==> src/rtl/stepper_pkg.sv <==
// Shared definitions for the half-step coil sequencer and its read-back decoder:
// phase table, pattern classification and the decoder state encoding.
package stepper_pkg;

    typedef enum logic [1:0] {
        IDLE  = 2'd0,
        TRACK = 2'd1,
        FAULT = 2'd2
    } state_t;

    typedef enum logic [1:0] {
        PAT_IDLE    = 2'd0,
        PAT_VALID   = 2'd1,
        PAT_ILLEGAL = 2'd2
    } pat_class_t;

    localparam logic [3:0] IDLE_PAT = 4'b0000;

    // Forward half-step order; stepping past index 7 returns to index 0.
    localparam logic [3:0] HALF_STEP_TABLE [8] = '{
        4'b0001, 4'b0011, 4'b0010, 4'b0110,
        4'b0100, 4'b1100, 4'b1000, 4'b1001
    };

    function automatic pat_class_t classify_pat(input logic [3:0] pat);
        pat_class_t cls;
        cls = PAT_ILLEGAL;
        if (pat == IDLE_PAT) begin
            cls = PAT_IDLE;
        end else begin
            for (int i = 0; i < 8; i++) begin
                if (HALF_STEP_TABLE[i] == pat) begin
                    cls = PAT_VALID;
                end
            end
        end
        return cls;
    endfunction

    // Only meaningful for patterns classified PAT_VALID; others map to 0.
    function automatic logic [2:0] pat_to_idx(input logic [3:0] pat);
        logic [2:0] idx;
        idx = 3'd0;
        for (int i = 0; i < 8; i++) begin
            if (HALF_STEP_TABLE[i] == pat) begin
                idx = 3'(i);
            end
        end
        return idx;
    endfunction

endpackage

==> src/rtl/stepper_input_filter.sv <==
// Synchronizes the raw coil pins and accepts a pattern once it has been seen
// STABLE_CYCLES times in a row; one strobe per change of accepted pattern.
module stepper_input_filter
    import stepper_pkg::*;
#(
    parameter int SYNC_STAGES   = 2,
    parameter int STABLE_CYCLES = 4
) (
    input  logic       clk,
    input  logic       rst_n,
    input  logic [3:0] coil_in,
    output logic [3:0] accept_pat,
    output logic       accept
);

    localparam int CNT_W = $clog2(STABLE_CYCLES + 1);

    logic [3:0]       sync_q [SYNC_STAGES];
    logic [3:0]       sample;
    logic [3:0]       last_sample;
    logic [3:0]       accepted_q;
    logic [CNT_W-1:0] run_cnt;
    logic [CNT_W-1:0] run_next;

    always_ff @(posedge clk or negedge rst_n) begin
        if (!rst_n) begin
            for (int i = 0; i < SYNC_STAGES; i++) begin
                sync_q[i] <= 4'b0000;
            end
        end else begin
            sync_q[0] <= coil_in;
            for (int i = 1; i < SYNC_STAGES; i++) begin
                sync_q[i] <= sync_q[i-1];
            end
        end
    end

    assign sample = sync_q[SYNC_STAGES-1];

    // The strobe is combinational so the decoder registers the event on the
    // same edge that completes the stable run.
    always_comb begin
        run_next = CNT_W'(1);
        if (sample == last_sample) begin
            if (run_cnt == CNT_W'(STABLE_CYCLES)) begin
                run_next = run_cnt;
            end else begin
                run_next = run_cnt + CNT_W'(1);
            end
        end
    end

    assign accept     = (run_next == CNT_W'(STABLE_CYCLES)) && (sample != accepted_q);
    assign accept_pat = sample;

    always_ff @(posedge clk or negedge rst_n) begin
        if (!rst_n) begin
            last_sample <= 4'b0000;
            run_cnt     <= '0;
            accepted_q  <= IDLE_PAT;
        end else begin
            last_sample <= sample;
            run_cnt     <= run_next;
            if (accept) begin
                accepted_q <= sample;
            end
        end
    end

endmodule

==> src/rtl/stepper_phase_decoder.sv <==
// Read-back decoder for the half-step coil pattern: recovers steps, direction
// and a signed position, and latches a sticky fault on illegal or skipped phases.
module stepper_phase_decoder
    import stepper_pkg::*;
#(
    parameter int POS_W         = 16,
    parameter int SYNC_STAGES   = 2,
    parameter int STABLE_CYCLES = 4
) (
    input  logic             clk,
    input  logic             rst_n,
    input  logic [3:0]       coil_in,
    input  logic             clr,
    output logic             step_pulse,
    output logic             dir,
    output logic [POS_W-1:0] position,
    output logic [2:0]       phase_idx,
    output logic             locked,
    output logic             err,
    output logic             illegal_pulse,
    output logic             skip_pulse
);

    logic       accept;
    logic [3:0] accept_pat;

    stepper_input_filter #(
        .SYNC_STAGES  (SYNC_STAGES),
        .STABLE_CYCLES(STABLE_CYCLES)
    ) u_filter (
        .clk       (clk),
        .rst_n     (rst_n),
        .coil_in   (coil_in),
        .accept_pat(accept_pat),
        .accept    (accept)
    );

    state_t           state, state_nxt;
    logic [POS_W-1:0] pos_nxt;
    logic [2:0]       phase_nxt, new_idx, delta;
    logic             dir_nxt, locked_nxt, err_nxt;
    logic             step_nxt, illegal_nxt, skip_nxt;
    pat_class_t       pat_cls;

    always_ff @(posedge clk or negedge rst_n) begin
        if (!rst_n) begin
            state         <= IDLE;
            position      <= '0;
            phase_idx     <= 3'd0;
            dir           <= 1'b0;
            locked        <= 1'b0;
            err           <= 1'b0;
            step_pulse    <= 1'b0;
            illegal_pulse <= 1'b0;
            skip_pulse    <= 1'b0;
        end else begin
            state         <= state_nxt;
            position      <= pos_nxt;
            phase_idx     <= phase_nxt;
            dir           <= dir_nxt;
            locked        <= locked_nxt;
            err           <= err_nxt;
            step_pulse    <= step_nxt;
            illegal_pulse <= illegal_nxt;
            skip_pulse    <= skip_nxt;
        end
    end

    assign pat_cls = classify_pat(accept_pat);
    assign new_idx = pat_to_idx(accept_pat);
    assign delta   = new_idx - phase_idx;

    // clr takes priority over any accept arriving in the same cycle.
    always_comb begin
        state_nxt   = state;
        pos_nxt     = position;
        phase_nxt   = phase_idx;
        dir_nxt     = dir;
        locked_nxt  = locked;
        step_nxt    = 1'b0;
        illegal_nxt = 1'b0;
        skip_nxt    = 1'b0;

        if (clr) begin
            pos_nxt = '0;
            if (state == FAULT) begin
                state_nxt = IDLE;
            end
        end else if (accept) begin
            case (state)
                IDLE: begin
                    if (pat_cls == PAT_VALID) begin
                        phase_nxt  = new_idx;
                        locked_nxt = 1'b1;
                        state_nxt  = TRACK;
                    end else if (pat_cls == PAT_ILLEGAL) begin
                        state_nxt = FAULT;
                    end
                end
                TRACK: begin
                    if (pat_cls == PAT_VALID) begin
                        if (delta == 3'd1) begin
                            pos_nxt   = position + POS_W'(1);
                            dir_nxt   = 1'b1;
                            step_nxt  = 1'b1;
                            phase_nxt = new_idx;
                        end else if (delta == 3'd7) begin
                            pos_nxt   = position - POS_W'(1);
                            dir_nxt   = 1'b0;
                            step_nxt  = 1'b1;
                            phase_nxt = new_idx;
                        end else if (delta != 3'd0) begin
                            skip_nxt  = 1'b1;
                            state_nxt = FAULT;
                        end
                    end else if (pat_cls == PAT_IDLE) begin
                        locked_nxt = 1'b0;
                        state_nxt  = IDLE;
                    end else begin
                        illegal_nxt = 1'b1;
                        state_nxt   = FAULT;
                    end
                end
                default: begin
                end
            endcase
        end

        if (state_nxt == FAULT) begin
            locked_nxt = 1'b0;
        end
        err_nxt = (state_nxt == FAULT);
    end

endmodule

==> config.mk <==
export PLATFORM = sky130hd
export DESIGN_NAME = stepper_phase_decoder
export DESIGN_NICKNAME = d
export VERILOG_FILES = /design/src/rtl/stepper_pkg.sv /design/src/rtl/stepper_input_filter.sv /design/src/rtl/stepper_phase_decoder.sv
export SDC_FILE = /design/constraint.sdc
export NUM_CORES = 1
export LEC_CHECK = 0
export CELL_PAD_IN_SITES_DETAIL_PLACEMENT = 1
export CELL_PAD_IN_SITES_GLOBAL_PLACEMENT = 2
export CORE_MARGIN = 3
export CORE_UTILIZATION = 30
export CTS_CLUSTER_DIAMETER = 40
export DETAILED_ROUTE_END_ITERATION = 12
export PLACE_DENSITY_LB_ADDON = 0.1
export SLEW_MARGIN = 10
export SYNTH_ARGS = -nofsm -noshare
export SYNTH_HDL_FRONTEND = slang
export SYNTH_SLANG_ARGS = --single-unit
export TNS_END_PERCENT = 1
==> constraint.sdc <==
create_clock -name clk -period 8.98 [get_ports clk]
set_input_delay 2.694 -clock clk [delete_from_list [all_inputs] [get_ports clk]]
set_output_delay 2.694 -clock clk [all_outputs]
set_load 0.02 [all_outputs]
## Word level (Yosys, flattened, before mapping)

Index checks and enable logic that the tools add are counted.

- Register bits after elaboration: 46
- Output and inout port bits: 25
- Input port bits: 7
- Word-level logic and storage cells: 129

- Mux-type cells: 67
- Bitwise logic cells: 1
- Add/subtract/negate cells: 4
- Equality and inequality tests: 26
- Reduce and logical (&&, ||, !) cells: 17

Operators with widths:

| cell | number |
|---|---|
| 2-to-1 mux 16 bit | 6 |
| 2-to-1 mux 2 bit | 19 |
| 2-to-1 mux 3 bit | 12 |
| 2-to-1 mux 1 bit | 27 |
| adder 16 x 1 -> 16 bit, second input constant | 1 |
| subtractor 16 x 1 -> 16 bit, second input constant | 1 |
| == test 4 bit, first input constant | 3 |
| inequality test 3 bit, second input constant | 4 |
| AND reduction 6 bit | 2 |
| nonzero test 2 bit | 6 |
| == test 3 bit, second input constant | 3 |
| nonzero test 3 bit | 3 |
| == test 2 x 4 -> 1 bit, first input constant | 2 |
| == test 3 x 4 -> 1 bit, first input constant | 2 |
| == test 2 bit, second input constant | 3 |
| one-hot mux 3 bit (2 select lines) | 1 |
| AND reduction 5 bit | 1 |
| == test 1 x 4 -> 1 bit, first input constant | 1 |
| == test 2 x 1 -> 1 bit, second input constant | 2 |
| == test 4 bit | 1 |
| zero test 2 bit | 2 |
| zero test 4 bit | 1 |
| inequality test 2 bit, second input constant | 2 |
| inequality test 4 bit | 1 |
| other kinds (9) | 9 |

## Depth between registers and ports, before layout

Gate-level depths: netlist of the first run.

- Depth in word-level cells: 20
- Mapped depth: 17
- Depth with buffers taken out: 16

## Cells and area by module

From an unflattened synthesis of the first run, not the netlist that was laid out.

- Cell total of the unflattened synthesis: 263
- Area total of the unflattened synthesis: 2,777.7 um^2

By module, submodules not included:

| module | area an instance (um^2) | seq. area each (um^2) | instances | cells an instance |
|---|---|---|---|---|
| stepper_phase_decoder | 2,029.4 | 675.6 | 1 | 212 |
| stepper_input_filter | 748.2 | 475.5 | 1 | 51 |

## Least setup slack after synthesis of the first run

Ideal clock, no wire load.

- Path type: reg2reg
- Start point: reg u_filter.sync_q, in the netlist u_filter.accept_pat[0]
- End point: reg position[10]
- Data required time: 8.858 ns
- Slack: 4.654 ns
- Library setup time: 0.122 ns
- Buffers on the path: 1
- Clock period less this slack: 4.326 ns
- Data arrival time: 4.205 ns
- Stages on the path, launching flop included: 18
- Cell sequence: dfrtp_1 > buf_2 > xor2_1 > nand2_1 > ha_1 > fa_1 > xnor2_1 > xnor2_1 > nor3b_2 > inv_1 > ha_1 > nor2b_1 > o21a_1 > o21ai_0 > a211oi_1 > o21a_1 > or3_1 > a32o_1

- Longest elaborated chain between the ends: 15
- Elaborated cells between the ends (all ways): 43
- Those cells by class: add/sub: 1; eq/ne: 14; mux: 22; reduce/logical: 6

Ends and longest elaborated chain:

| what | line | source |
|---|---|---|
| start, declared | stepper_input_filter.sv:18 | `logic [3:0] sync_q [SYNC_STAGES];` |
| start signal, assigned by index | stepper_input_filter.sv:33 | `sync_q[i] <= sync_q[i-1];` |
| == test 2 x 4 -> 1 bit | stepper_pkg.sv:32, stepper_pkg.sv:45 |  |
| 2-to-1 mux 1 bit | stepper_pkg.sv:45 | `if (HALF_STEP_TABLE[i] == pat) begin` |
| 2-to-1 mux 3 bit (6 in series) | stepper_pkg.sv:45 |  |
| subtractor 3 bit | stepper_phase_decoder.sv:71 | `assign delta = new_idx - phase_idx;` |
| == test 3 x 1 -> 1 bit | stepper_phase_decoder.sv:102 | `if (delta == 3'd1) begin` |
| 2-to-1 mux 16 bit | stepper_phase_decoder.sv:102 |  |
| 2-to-1 mux 16 bit | stepper_phase_decoder.sv:101 | `if (pat_cls == PAT_VALID) begin` |
| 2-to-1 mux 16 bit | stepper_phase_decoder.sv:90 | `case (state)` |
| 2-to-1 mux 16 bit | stepper_phase_decoder.sv:89 | `end else if (accept) begin` |
| 2-to-1 mux 16 bit | stepper_phase_decoder.sv:84 | `if (clr) begin` |
| end signal, assigned | stepper_phase_decoder.sv:58 | `position <= pos_nxt;` |
| end, declared | stepper_phase_decoder.sv:16 | `output logic [POS_W-1:0] position,` |

Several ways; a longest one is shown, not always the timed one. The select of a mux whose other input is x is not followed.
A chain may end at the register's enable or synchronous reset.

## Worst setup path after layout of the first run

- Start point: reg u_filter.sync_q, in the netlist u_filter.accept_pat[1]
- End point: reg position[10]

Same word-level chain as after synthesis.

==> results of run 1 <==
[worst reg2reg max path, cell delays in order (launching register included)]
cell and delay (ps):
dfrtp_1 560, xor2_1 180, nand2_1 80, ha_1 190, fa_1 370, xnor2_1 440, xnor2_1 140, nor3b_2 430
inv_1 380, ha_1 440, nor2b_1 150, o21a_1 170, o21ai_0 350, a211oi_1 170, o21a_1 210, or3_1 300
a32o_1 240
[layer usage]
layer	vias up	GRT usage [%]	wire [um]
li1	954	-	-
met1	933	16.1	2750
met2	20	23.3	3040
met3	6	3.11	170
met4	0	2.80	57
met5	-	0	0
[layout make-up]
| cell class | instances | area share (%) |
|---|---|---|
| Inverter | 10 | 1.18 |
| Timing Repair Buffer | 33 | 10.1 |
| Sequential cell | 46 | 36.1 |
| Multi-Input combinational cell | 184 | 45.5 |
| Clock buffer | 5 | 2.16 |
| Tap cell | 105 | 4.12 |
| Clock inverter | 3 | 0.824 |
[registers in the layout, summed over array words and instances (netlist names)]
register	flops
dir	1
err	1
illegal_pulse	1
locked	1
phase_idx	3
position	16
skip_pulse	1
state	2
step_pulse	1
u_filter.accept_pat	4
u_filter.accepted_q	4
u_filter.last_sample	4
u_filter.run_cnt	3
u_filter.sync_q	4
[layout by cell type (no fill, tap or decap), drive strengths merged, types with 3 or more instances in the layout]
cell type      instances
clkbuf                 5
or3                    4
nor2b                  3
and2                   3
dfrtp                 46
xnor2                 14
a22o                  11
nand3                  3
a31o                   3
nor2                  17
clkdlybuf4s50         30
o21ai                 11
nor3                   5
xor2                   8
a211oi                 3
mux2i                  4
nand2b                 7
inv                   13
mux2                   7
ha                    17
buf                    3
nand2                 11
a21oi                 12
a21o                   6
o21a                   4
[per-stage QoR]
step	setup WS (ps)	cells	util [%]	hold slack, ps	total power, mW
2_1_floorplan	4650	247	-	331	0.266
3_3_place_gp	4080	378	36.7	337	0.285
3_5_place_dp	4030	378	36.7	336	0.285
4_1_cts	3990	386	37.8	362	0.431
5_1_grt	3560	386	37.8	370	0.448
6_report	4060	386	37.8	357	0.422
[cells by family after synthesis]
| family | count (synthesis) |
|---|---|
| compound gates | 65 |
| xor+xnor | 23 |
| fa+ha+maj | 19 |
| buf+inv | 17 |
| flops | 46 |
| mux | 11 |
| simple gates | 66 |
[report_power, final]
group	total, mW	internal (mW)	leakage (nW)	switching (mW)
Combinational	0.0636	0.0271	0.800	0.0365
Sequential	0.216	0.211	0.590	0.00477
Clock	0.143	0.0581	0.0495	0.0848
Total	0.422	0.296	1.44	0.126
[cells in the mapped netlist, drive strengths merged, types with 7 or more instances]
library cell / n / area, um^2
xnor2: 14 / 123
a21oi: 12 / 63.8
nor2: 17 / 63.8
dfrtp: 46 / 1150
nand2: 11 / 41.3
mux2: 7 / 82.6
xor2: 8 / 70.1
ha: 17 / 213
nand2b: 7 / 43.8
o21ai: 11 / 55.1
inv: 10 / 37.5
a22o: 11 / 96.3
[worst min-delay path by stage]
stage | start | to | slack (ps) | cells past startpoint
final | u_filter.sync_q[5] | u_filter.accept_pat[1] | 360 | 0
after global routing | u_filter.sync_q[5] | u_filter.accept_pat[1] | 370 | 0
after CTS | u_filter.sync_q[6] | u_filter.accept_pat[2] | 360 | 0
after detailed placement | u_filter.sync_q[6] | u_filter.accept_pat[2] | 340 | 0
after global placement | u_filter.sync_q[4] | u_filter.accept_pat[0] | 340 | 0
after floorplan | u_filter.sync_q[4] | u_filter.accept_pat[0] | 330 | 0
==> out/metrics.yaml, run 1 <==
synth_compound_area_share_pct: 17.6
path_buf_inv: 1
hp-class: "reg2reg"
dp_hpwl_um: 4370
crit_end: "position[10]"
finalHoldViolCount: 0
cap_viol_max_count: 0
synthDistinctLibCells: 57
drv_slew: 0
max_stage_delay_ps: 560
yosys_warnings: 0
grt_max_degree: 47
postSynth.asyncResetShare_pct: 100
synth_edf_count: 0
synth-main-ff-cell: "dfrtp_1"
grt.total_usage_pct: 13.1
routed_via_density: 4.96
core_area_um2: 8420
seq_area_frac_synth_pct: 43.0
cts_tree: "done"
r2r_cells: 16
fin_area_um2: 3190
io_pins: 32
synth_xor_area_share_pct: 8.03
finalSetupTns_ps: 0
wl_per_cell_um: 15.6
synth_area_um2: 2680
cts_resized: 0
grt_pass1_wl_um: 10500
dieArea_um2: 10100
path_class: "reg2reg"
powerDensity_nw_per_um2: 133
muxShareOfSynthArea_pct: 4.58
skew_ps: 11.4
globalplace.congestion: 0.733
cp_num_cells: 16
clk_latency_ps: 310
antenna_found_initial: 0
clock-root-buffer: "clkbuf_8"
timing.rr.start: "u_filter.accept_pat[1]"
start_util_pct: 31.8
die_h_um: 101
final-setup-viol-count: 0
grt_overflow_total: 0
hold_buffers: 0
synth_nets: 273
syn_avg_cell_area_um2: 10.9
grt_pass1_vias: 2110
post_cts_buffers: 0
end_kind: "flip-flop"
seq_area_um2: 1150
tightest_slew_ps: 1060
nNetsFinal: 306
clkTransAtPathRegs_ps: 100
status: "complete, no violations"
synth_top_family_by_area: "compound AO/OA/AOI/OAI gates"
std_cell_rows: 33
syn2layout_area_growth_pct: 18.9
start_kind: "flip-flop"
synthSimpleGateAreaFrac_pct: 14.5
crit_start: "u_filter.accept_pat[1]"
maxClockFrequency_mhz: 203
crit_path_max_fanout: 14
fin_crit_ps: 4920
multi_input_area_um2: 1450
timing.rr.end: "position[10]"
synth-seq-cells: 46
cts.sinks: 46
dr_total_vias: 1913
r2r_setup_slack_ps: 4060
cp_cell_sequence: "xor2_1 -> nand2_1 -> ha_1 -> fa_1 -> xnor2_1 -> xnor2_1 -> nor3b_2 -> inv_1 -> ha_1 -> nor2b_1 -> o21a_1 -> o21ai_0 -> a211oi_1 -> o21a_1 -> or3_1 -> a32o_1"
fp.dieW_um: 101
leakagePower_nw: 1.44
drt-total-wl_um: 6020
n_antenna_cell: 0
relSlewSlack_pct: 29.1
cts_buffers: 5
antenna_left: 0
crit_family: "compound AO/OA/AOI/OAI gates"
post-route-period-util_pct: 54.8
cpMaxStageDelayCell: "dfrtp_1"
place_area_um2: 3090
drt_iter0_drc: 58
firstDrtPassIters: 4
drive_gt1_share_pct: 10.7
clockBufferDepth: 2
ir_drop_v: 0.0000516
htreeDepth: 2
synthAdderAreaFrac_pct: 9.43
worstPathArrival_ps: 5120
netlist_instances: 247
drc: 0
cp.required_ps: 9180
fillers: 961
grt_setup_unrepaired: "false"
port_buffers: 31
Power figures use the tool's default switching activity.
==> run 2, diff against run 1 <==
clock period = 4.2 ns   (was 8.98 ns; I/O delays follow)
==> out/metrics.yaml, run 2 (synthesis gave the netlist of run 1 again) <==
status: "complete, no violations"
io_pins: 32
crit_family: "adder cells"
n_antenna_cell: 0
relSlewSlack_pct: 65.9
hp-class: "reg2reg"
htreeDepth: 2
top_register: "position"
mostFrequentLayoutCells: "dfrtp_1, clkdlybuf4s50_1, nor2_1, ha_1, buf_4"
firstDrtPassIters: 4
post-place-ws_ps: 11.5
antenna_found_initial: 0
powerDensity_nw_per_um2: 271
holdWs_ps: 369
cts_buffers: 5
dp.cells: 390
final-setup-viol-count: 0
cts_tree: "done"
power.total_uw: 900
fin_area_um2: 3320
fp.dieW_um: 101
drt-total-wl_um: 6210
max_stage_delay_ps: 460
start_kind: "flip-flop"
maxClockFrequency_mhz: 257
crit_path_max_fanout: 14
cp_cell_sequence: "xor2_1 -> nand2_1 -> ha_1 -> fa_1 -> xnor2_2 -> xnor2_1 -> nor3b_2 -> inv_4 -> ha_1 -> and3_1 -> a41oi_2 -> and2_4 -> nand2_1 -> a31o_2 -> a2111oi_2 -> o2bb2ai_1"
port_buffers: 31
finalSetupTns_ps: 0
largest_reg_flops: 16
leakagePower_nw: 1.51
fillers: 936
drc: 0
grt_pass1_wl_um: 10700
clkTransAtPathRegs_ps: 100
cp.required_ps: 4390
path_buf_inv: 1
std_cell_rows: 33
dp_hpwl_um: 4690
grt.total_usage_pct: 13.3
cts.sinks: 46
skew_ps: 8.51
core_area_um2: 8420
multi_input_area_um2: 1480
layoutNonFillerInstCount: 399
worstHoldStart: "u_filter.sync_q[4]"
antenna_left: 0
seq_area_um2: 1150
grt_pass1_vias: 2178
place_area_um2: 3190
clockBufferDepth: 2
drv_slew: 0
nNetsFinal: 319
tightest_slew_ps: 512
dr_total_vias: 1985
path_class: "reg2reg"
grt_setup_unrepaired: "false"
finalHoldViolCount: 0
syn2layout_area_growth_pct: 23.8
clk_latency_ps: 300
post-route-period-util_pct: 92.7
final_common_cell: "dfrtp_1"
clock-root-buffer: "clkbuf_8"
grt_max_degree: 27
die_h_um: 101
wl_per_cell_um: 15.6
drt_iter0_drc: 26
timing.rr.start: "u_filter.accept_pat[3]"
crit_start: "u_filter.accept_pat[3]"
globalplace.congestion: 0.738
drive_gt1_share_pct: 17.0
fin_util_pct: 39.4
worstPathArrival_ps: 4080
grt_overflow_total: 0
fin_crit_ps: 3890
ir_drop_v: 0.000140
end_kind: "flip-flop"
hold_buffers: 0
routed_via_density: 4.97
dieArea_um2: 10100
start_util_pct: 31.8
cap_viol_max_count: 0
cpMaxStageDelayCell: "dfrtp_2"
setup_ws_ps: 307
-- run 2: cell types whose count changed in the layout (fill, tap and decap cells not counted), moves of 2 or more --
cell / before / now
buf_4: 2 / 15
inv_6: 3 / 1
o21ai_0: 11 / 9
o21ai_1: 0 / 2
-- run 2: cell type report --
type	instances	share of cell area (%)
Inverter	10	1.21
Tap cell	105	3.96
Timing Repair Buffer	46	12.6
Clock buffer	5	2.07
Sequential cell	46	34.7
Multi-Input combinational cell	184	44.7
Clock inverter	3	0.754
-- run 2: layer usage --
layer  wire [um]  global-route usage, %
met1        2880                   16.5
met2        3150                   23.6
met3         151                   2.63
met4          38                   3.11
met5           0                      0
-- run 2: path summary, 6_finish.rpt --
check | end | cells past startpoint | slack, ps
min | u_filter.accept_pat[0] | 0 | 370
min in group asynchronous | u_filter.run_cnt[1] | 1 | 920
max in group asynchronous | u_filter.accepted_q[1] | 2 | 2530
min reg2reg | u_filter.accept_pat[0] | 0 | 370
max | position[11] | 16 | 310
max reg2reg | position[11] | 16 | 310
-- run 2: where the power goes --
group,internal (mW),switching [mW]
clock network,0.120,0.166
registers,0.452,0.00739
logic,0.0686,0.0855
-- run 2: timing repair --
item / in CTS / in global routing
gates cloned: 0 / 0
endpoints found under the setup margin: 1 / 4
resized for setup: 0 / 9
pin swaps: 1 / 2
endpoints found under the hold margin: 0 / 0
buffers inserted: 1 / 0
